**config.mk**
```make
export PLATFORM = sky130hd
export DESIGN_NAME = mem_ctrl
export DESIGN_NICKNAME = d
export VERILOG_FILES = /design/src/rtl/mem_ctrl.sv
export SDC_FILE = /design/constraint.sdc
export NUM_CORES = 1
export LEC_CHECK = 0
export ABC_AREA = 1
export BUFFER_PORTS_ARGS = -buffer_cell sky130_fd_sc_hd__buf_2
export CAP_MARGIN = 20
export CELL_PAD_IN_SITES_DETAIL_PLACEMENT = 0
export CELL_PAD_IN_SITES_GLOBAL_PLACEMENT = 1
export CORE_MARGIN = 3
export CORE_UTILIZATION = 36
export DETAILED_ROUTE_END_ITERATION = 8
export PLACE_DENSITY = 0.72
export SYNTH_ARGS = -nofsm -noshare
export SYNTH_HDL_FRONTEND = slang
export SYNTH_SLANG_ARGS = --single-unit
```
**constraint.sdc**
```tcl
create_clock -name clk_in -period 2.8 [get_ports clk_in]
set_clock_uncertainty 0.2 [all_clocks]
set_input_delay 0.7 -clock clk_in [delete_from_list [all_inputs] [get_ports clk_in]]
set_output_delay 0.7 -clock clk_in [all_outputs]
set_load 0.02 [all_outputs]
```
**src/rtl/mem_ctrl.sv**
```systemverilog
// Byte-serial memory controller: splits byte/half/word loads and stores onto an
// 8-bit single-port RAM bus (little-endian) and pulses rdy on completion.
module mem_ctrl #(
  parameter int unsigned ADDR_WIDTH = 32
) (
  input  logic                  clk_in,
  input  logic                  rst_in,
  input  logic                  rdy_in,
  input  logic [1:0]            op,
  input  logic [1:0]            len,
  input  logic [ADDR_WIDTH-1:0] addr,
  input  logic [31:0]           data_in,
  output logic                  rdy,
  output logic [31:0]           data_out,
  input  logic [7:0]            mem_din,
  output logic [7:0]            mem_dout,
  output logic [ADDR_WIDTH-1:0] mem_a,
  output logic                  mem_wr
);

  localparam logic [1:0] OpLoad  = 2'b01;
  localparam logic [1:0] OpStore = 2'b10;

  typedef enum logic [1:0] {StIdle, StLoad, StStore, StDone} state_e;

  state_e                state_q, state_d;
  logic [2:0]            nbytes_q, nbytes_d;
  logic [2:0]            cnt_q, cnt_d;
  logic                  restart_q, restart_d;
  logic [ADDR_WIDTH-1:0] addr_q, addr_d;
  logic [31:0]           wdata_q, wdata_d;
  logic                  rdy_q, rdy_d;
  logic [31:0]           data_out_q, data_out_d;
  logic [7:0]            mem_dout_q, mem_dout_d;
  logic [ADDR_WIDTH-1:0] mem_a_q, mem_a_d;
  logic                  mem_wr_q, mem_wr_d;

  logic [2:0]            len_bytes;
  logic [2:0]            cnt_inc;
  logic [1:0]            cap_idx;
  logic [ADDR_WIDTH-1:0] step_addr;

  always_comb begin
    case (len)
      2'b00:   len_bytes = 3'd1;
      2'b01:   len_bytes = 3'd2;
      default: len_bytes = 3'd4;
    endcase
  end

  assign cnt_inc   = cnt_q + 3'd1;
  assign cap_idx   = cnt_q[1:0] - 2'd1;
  assign step_addr = addr_q + ADDR_WIDTH'(cnt_inc);

  always_comb begin
    state_d    = state_q;
    nbytes_d   = nbytes_q;
    cnt_d      = cnt_q;
    restart_d  = restart_q;
    addr_d     = addr_q;
    wdata_d    = wdata_q;
    rdy_d      = rdy_q;
    data_out_d = data_out_q;
    mem_dout_d = mem_dout_q;
    mem_a_d    = mem_a_q;
    mem_wr_d   = mem_wr_q;

    if (rdy_in) begin
      case (state_q)
        StIdle: begin
          if (op == OpLoad || op == OpStore) begin
            addr_d     = addr;
            wdata_d    = data_in;
            nbytes_d   = len_bytes;
            cnt_d      = 3'd0;
            restart_d  = 1'b0;
            mem_a_d    = addr;
            data_out_d = 32'h0;
            if (op == OpLoad) begin
              state_d = StLoad;
            end else begin
              state_d    = StStore;
              mem_wr_d   = 1'b1;
              mem_dout_d = data_in[7:0];
            end
          end
        end
        StLoad: begin
          // A paused load behaves as if freshly accepted at the resume edge.
          if (restart_q) begin
            restart_d = 1'b0;
            cnt_d     = 3'd0;
            mem_a_d   = addr_q;
          end else begin
            // cnt counts edges since issue; byte cnt-1 arrives one cycle after its address.
            if (cnt_q != 3'd0) begin
              data_out_d = data_out_q | (32'(mem_din) << {cap_idx, 3'b000});
            end
            if (cnt_q == nbytes_q) begin
              rdy_d   = 1'b1;
              state_d = StDone;
            end else begin
              cnt_d = cnt_inc;
            end
            if (cnt_inc < nbytes_q) begin
              mem_a_d = step_addr;
            end
          end
        end
        StStore: begin
          if (cnt_inc == nbytes_q) begin
            mem_wr_d = 1'b0;
            rdy_d    = 1'b1;
            state_d  = StDone;
          end else begin
            cnt_d      = cnt_inc;
            mem_a_d    = step_addr;
            mem_dout_d = 8'(wdata_q >> {cnt_inc[1:0], 3'b000});
          end
        end
        StDone: begin
          rdy_d   = 1'b0;
          state_d = StIdle;
        end
        default: state_d = StIdle;
      endcase
    end else if (state_q == StLoad) begin
      cnt_d      = 3'd0;
      restart_d  = 1'b1;
      data_out_d = 32'h0;
      mem_a_d    = addr_q;
    end
  end

  always_ff @(posedge clk_in or negedge rst_in) begin
    if (!rst_in) begin
      state_q    <= StIdle;
      nbytes_q   <= 3'd0;
      cnt_q      <= 3'd0;
      restart_q  <= 1'b0;
      addr_q     <= '0;
      wdata_q    <= 32'h0;
      rdy_q      <= 1'b0;
      data_out_q <= 32'h0;
      mem_dout_q <= 8'h0;
      mem_a_q    <= '0;
      mem_wr_q   <= 1'b0;
    end else begin
      state_q    <= state_d;
      nbytes_q   <= nbytes_d;
      cnt_q      <= cnt_d;
      restart_q  <= restart_d;
      addr_q     <= addr_d;
      wdata_q    <= wdata_d;
      rdy_q      <= rdy_d;
      data_out_q <= data_out_d;
      mem_dout_q <= mem_dout_d;
      mem_a_q    <= mem_a_d;
      mem_wr_q   <= mem_wr_d;
    end
  end

  assign rdy      = rdy_q;
  assign data_out = data_out_q;
  assign mem_dout = mem_dout_q;
  assign mem_a    = mem_a_q;
  // A paused chip must never write, even with a store byte pending.
  assign mem_wr   = mem_wr_q & rdy_in;

endmodule

```
* Word-level counts from Yosys, hierarchy flattened
Index checks and enable logic that the tools add are counted.
Operators by class: add/subtract/negate cells 3, multiply operators 0, div/mod/pow operators 0, magnitude comparators 1, equality and inequality tests 20, shifts and indexed selects 2, multiplexer cells 43, bitwise operators 2, reductions and logical operators 18
Operator list (count):
- $mux W32 | 11
- $pmux W32 S3 | 1
- $pmux W32 S2 | 1
- $reduce_and A5 Y1 | 7
- $add A32 B3 Y32 | 1
- $or A32 B32 Y32 | 1
- $shl A8 B5 Y32 | 1
- $shr A32 B5 Y8 | 1
- $mux W8 | 3
- $mux W3 | 6
- $pmux W8 S2 | 1
- $ne A2 B2 Y1 const B | 6
- $ne A3 B3 Y1 const B | 4
- $mux W2 | 5
- $mux W1 | 9
- $pmux W3 S3 | 1
- $reduce_bool A3 Y1 | 3
- $ne A4 B4 Y1 const B | 2
- $pmux W2 S4 | 1
- $eq A2 B1 Y1 const B | 3
- $eq A2 B2 Y1 const B | 3
- $eq A3 B3 Y1 | 2
- $pmux W3 S2 | 1
- $reduce_and A3 Y1 | 2
- other kinds (9) | 13
Word-level totals: register bits after elaboration 147, latch bits 0, bits in writable memories 0, bits in read-only memories 0, input bits 79, logic and storage cells 100, memories 0

* Logic depth before layout (Yosys ltp)
depth in word-level cells 7, gate-level depth with buffers 16, mapped depth without buffers 15

* Least setup slack after synthesis
OpenSTA, ideal clock, no wires.
path type register to register, start register cnt_q[0], end register mem_a_q[6] (netlist: mem_a[6]), arrival time 2.555 ns, required time 2.477 ns, path slack -0.078 ns, cell stages (with the launch flop) 16, buffers on the path 3, clock period less this slack 2.878 ns, cell sequence dfrtp_1 -> clkbuf_1 -> inv_1 -> buf_1 -> ha_1 -> ha_1 -> nand2_1 -> nor2_1 -> nand3_1 -> nand2_1 -> inv_2 -> nand2_2 -> buf_2 -> a21oi_1 -> o21ai_0 -> nand2_1
Between the ends: word-level cells in the longest chain between the ends 6
Ends and longest elaborated chain:
- start: declaration | RTL line 28 | logic [2:0] cnt_q, cnt_d;
- start signal: assignment | RTL line 151 | cnt_q <= cnt_d;
- $add A3 B1 Y3 * | RTL line 51 | assign cnt_inc = cnt_q + 3'd1;
- $add A32 B3 Y32 | RTL line 53 | assign step_addr = addr_q + ADDR_WIDTH'(cnt_inc);
- $mux W32 | RTL line 105 | if (cnt_inc < nbytes_q) begin
- $mux W32 | RTL line 90 | if (restart_q) begin
- $pmux W32 S3 | RTL line 69 | case (state_q)
- $mux W32 | RTL line 68 | if (rdy_in) begin
- end signal: assignment | RTL line 158 | mem_a_q <= mem_a_d;
- end: declaration | RTL line 35 | logic [ADDR_WIDTH-1:0] mem_a_q, mem_a_d;
Every way passes the cells marked *; elsewhere a longest branch is shown, timed or not. The select of a mux whose other input is x is not followed. A chain may end at the register's enable or synchronous reset.

* Worst setup path after layout
start register cnt_q[0], end register mem_a_q[20] (netlist: mem_a[20])
Same word-level chain as after synthesis.

==> impl_metrics.env <==
export IMPL_cts_buffers=17
export IMPL_start_util_pct=37.0
export IMPL_drt_vias_per_instance=5.05
export IMPL_layout_min_cycle_time_ns=2.62
export IMPL_drtIter0Drc=422
export IMPL_die_area_sq_mm=0.0245
export IMPL_fillers=2344
export IMPL_synth_area_leaders="dfrtp_1, nand2_1, nor2_1"
export IMPL_cts_buffer_depth=2
export IMPL_hold_viol=0
export IMPL_synth_nets=1227
export IMPL_clock_root_buffer="clkbuf_16"
export IMPL_ys_seq_area_share_pct=45.2
export IMPL_r2r_slack_ns=0.18
export IMPL_detail_route_wl_per_cell_um=16.4
export IMPL_setup_viol=0
export IMPL_total_power_mw=10.6
export IMPL_status="complete, no violations"
export IMPL_cp_max_fo=4
export IMPL_worst_pin_slew_ns=0.589
export IMPL_ys_types=38
export IMPL_hold_class="in2reg"
export IMPL_stdcell_area_sq_mm=0.0101
export IMPL_dpl_instance_area_sq_mm=0.00940
export IMPL_max_freq_mhz=381
export IMPL_tritoncts="yes"
export IMPL_syn_inst=1133
export IMPL_maxSlewHeadroom_pct=60.7
export IMPL_grt_pass1_vias=8034
export IMPL_cp_required_ns=2.95
export IMPL_antenna_cells=0
export IMPL_slew_viol_final=0
export IMPL_multi_input_area_sq_mm=0.00389
export IMPL_syn_area_per_cell_sq_um=7.19
export IMPL_drt_first_pass_iters=5
export IMPL_grt_pass1_wl_mm=42.3
export IMPL_clk_pin_slew_ns=0.07
export IMPL_p_leak_nw=5.26
export IMPL_dp_hpwl_mm=18.3
export IMPL_drcViolationCount=0
export IMPL_drive_gt1_share_pct=19.3
export IMPL_yosysMostFrequentCell="nand2_1"
export IMPL_postRouteAntennaNets=0
export IMPL_place_congestion=0.897
export IMPL_worst_setup_path_type="reg2reg"
export IMPL_synth_edf_count=0
export IMPL_synthToLayoutAreaGrowth_pct=23.5
export IMPL_htree_num_levels=4
export IMPL_track_usage_pct=21.7
export IMPL_ys_async_sr_fraction_pct=100
export IMPL_seq_area_sq_mm=0.00368
export IMPL_coreArea_sq_mm=0.0220
export IMPL_r2r_end="mem_a[20]"
export IMPL_via_count=7981
export IMPL_startpoint="cnt_q[0]"
export IMPL_holdPathStages=3
export IMPL_min_from="data_in[13]"
export IMPL_die_w_um=156
export IMPL_routed_wirelength_mm=25.9
export IMPL_p_per_area_mw_per_mm2=1060
export IMPL_critPathCaptureType="flop"
export IMPL_dp_slack_ns=-0.0666
export IMPL_io_pins=153
export IMPL_num_rows=54
export IMPL_reg2reg_from="cnt_q[0]"
export IMPL_grt_overflow=0
export IMPL_yosys_warnings=0
export IMPL_fin_crit_sh_pct=93.6
export IMPL_synth_flop_cell="dfrtp_1"
export IMPL_crit_arrival_ns=2.77
export IMPL_ir_drop_uv=418
export IMPL_portBuffers=152
export IMPL_antenna_found_initial=6
export IMPL_yosysTopAreaCell="dfrtp_1"
export IMPL_whs_endpoint="wdata_q[13]"
export IMPL_clkLatencyLatePin_ns=0.43
export IMPL_nets=1383
export IMPL_synth_commonest_cells="nand2_1, nor2_1, dfrtp_1, a21oi_1, inv_1"
export IMPL_die_h_um=156
export IMPL_clock_sinks=147
export IMPL_syn_area_sq_mm=0.00815
export IMPL_grt_start_max_net_pins=61
export IMPL_ys_ff_latch=147
export IMPL_drv_cap=0
export IMPL_worst_r2r_cell_count=12
export IMPL_layout_setup_ws_ns=0.178
export IMPL_worst_setup_path_start_kind="flop"
export IMPL_synth_top_area_share_pct=45.2
## final cells by class
class                      instances  share of cell area [%]
clock buffer                      18                    4.37
clock inverter                    13                    1.47
inverter                         106                    4.01
multi-input combinational        828                    38.7
sequential                       147                    36.6
tap                              280                    3.48
timing repair buffer             189                    11.4
## layer usage
metal	GRT usage (%)	wire, um
met5	0	58
met4	5.29	426
met3	6.28	1720
met2	36.1	12200
met1	27.9	11500
## sequential cells by signal, indices dropped and copies added, names as in the netlist
register	cells
addr_q	32
cnt_q	3
data_out	32
mem_a	32
mem_dout	8
mem_wr_q	1
nbytes_q	3
rdy	1
restart_q	1
state_q	2
wdata_q	32
## report_power, final
part	total, mW	leakage, nW	internal (mW)	switching (mW)
logic	5.06	3.18	1.74	3.32
clock network	2.34	0.288	1.35	0.989
registers	3.23	1.80	2.73	0.508
## worst max-delay path by stage
stage                            to  slack (ns)  depth (start not counted)
after global routing      mem_a[31]       -0.03                         15
final                     mem_a[20]        0.18                         12
after global placement    mem_a[30]       -0.05                         13
after floorplan            mem_a[6]        0.02                         15
after detailed placement  mem_a[30]       -0.07                         13
after CTS                 mem_a[30]       0.002                         13
## repair_timing
item	4_1_cts	5_1_grt
setup endpoints to repair	1	30
gates cloned	0	0
hold endpoints to repair	17	0
hold buffers	1	0
pin swaps	0	4
gates resized for setup	1	17
buffers inserted	0	1
## stage by stage
| step | hold slack [ns] | setup TNS, ns | util, % | std cells |
|---|---|---|---|---|
| CTS | 0.258 | 0 | 45.4 | 1580 |
| global route | 0.262 | -0.0751 | 45.7 | 1581 |
| detailed placement | 0.254 | -0.0666 | 42.7 | 1548 |
| floorplan | 0.204 | 0 | - | 1133 |
| global placement | 0.251 | -0.0481 | 42.7 | 1548 |
| finish | 0.265 | 0 | 45.7 | 1581 |
## placed cells by master (no fill, tap or decap), types with 3 or more instances in the layout
master	n
clkinv_1	4
nand3b_1	3
clkbuf_16	17
clkinv_4	3
ha_1	12
nor3_1	7
nand4_1	15
nand3_1	45
o21ai_1	4
buf_12	8
a21oi_1	100
nor2_4	9
nor2_1	159
nand2_1	329
o21ai_0	87
a41oi_1	3
inv_1	97
o211ai_1	8
nor2_2	4
buf_2	151
dfrtp_1	147
inv_6	5
o22ai_1	10
buf_4	27
a31oi_1	10
inv_2	3
a21oi_2	4
## logic make-up (layout without fill, tap and decap cells)
group	after synthesis	count (layout)	synth area share (%)
AOI/OAI and AO/OA	235	235	15.7
xor gates and xnor gates	2	2	0.215
adders and majority gates	15	15	2.40
buffers and inverters	158	326	7.88
DFF	147	147	45.2
and+or+nand+nor	576	576	28.7
## critical path, cell delays in order (launching register included)
cell and delay [ns]:
dfrtp_1 0.41, ha_1 0.22, xnor2_1 0.18, inv_1 0.12, ha_4 0.30, nand2_1 0.08, a21oi_2 0.20, nand4_1 0.28
o21ai_1 0.22, nand3_1 0.10, nand3_1 0.08, nand2_1 0.05, a21oi_1 0.12
(Power assumes the default switching activity.)
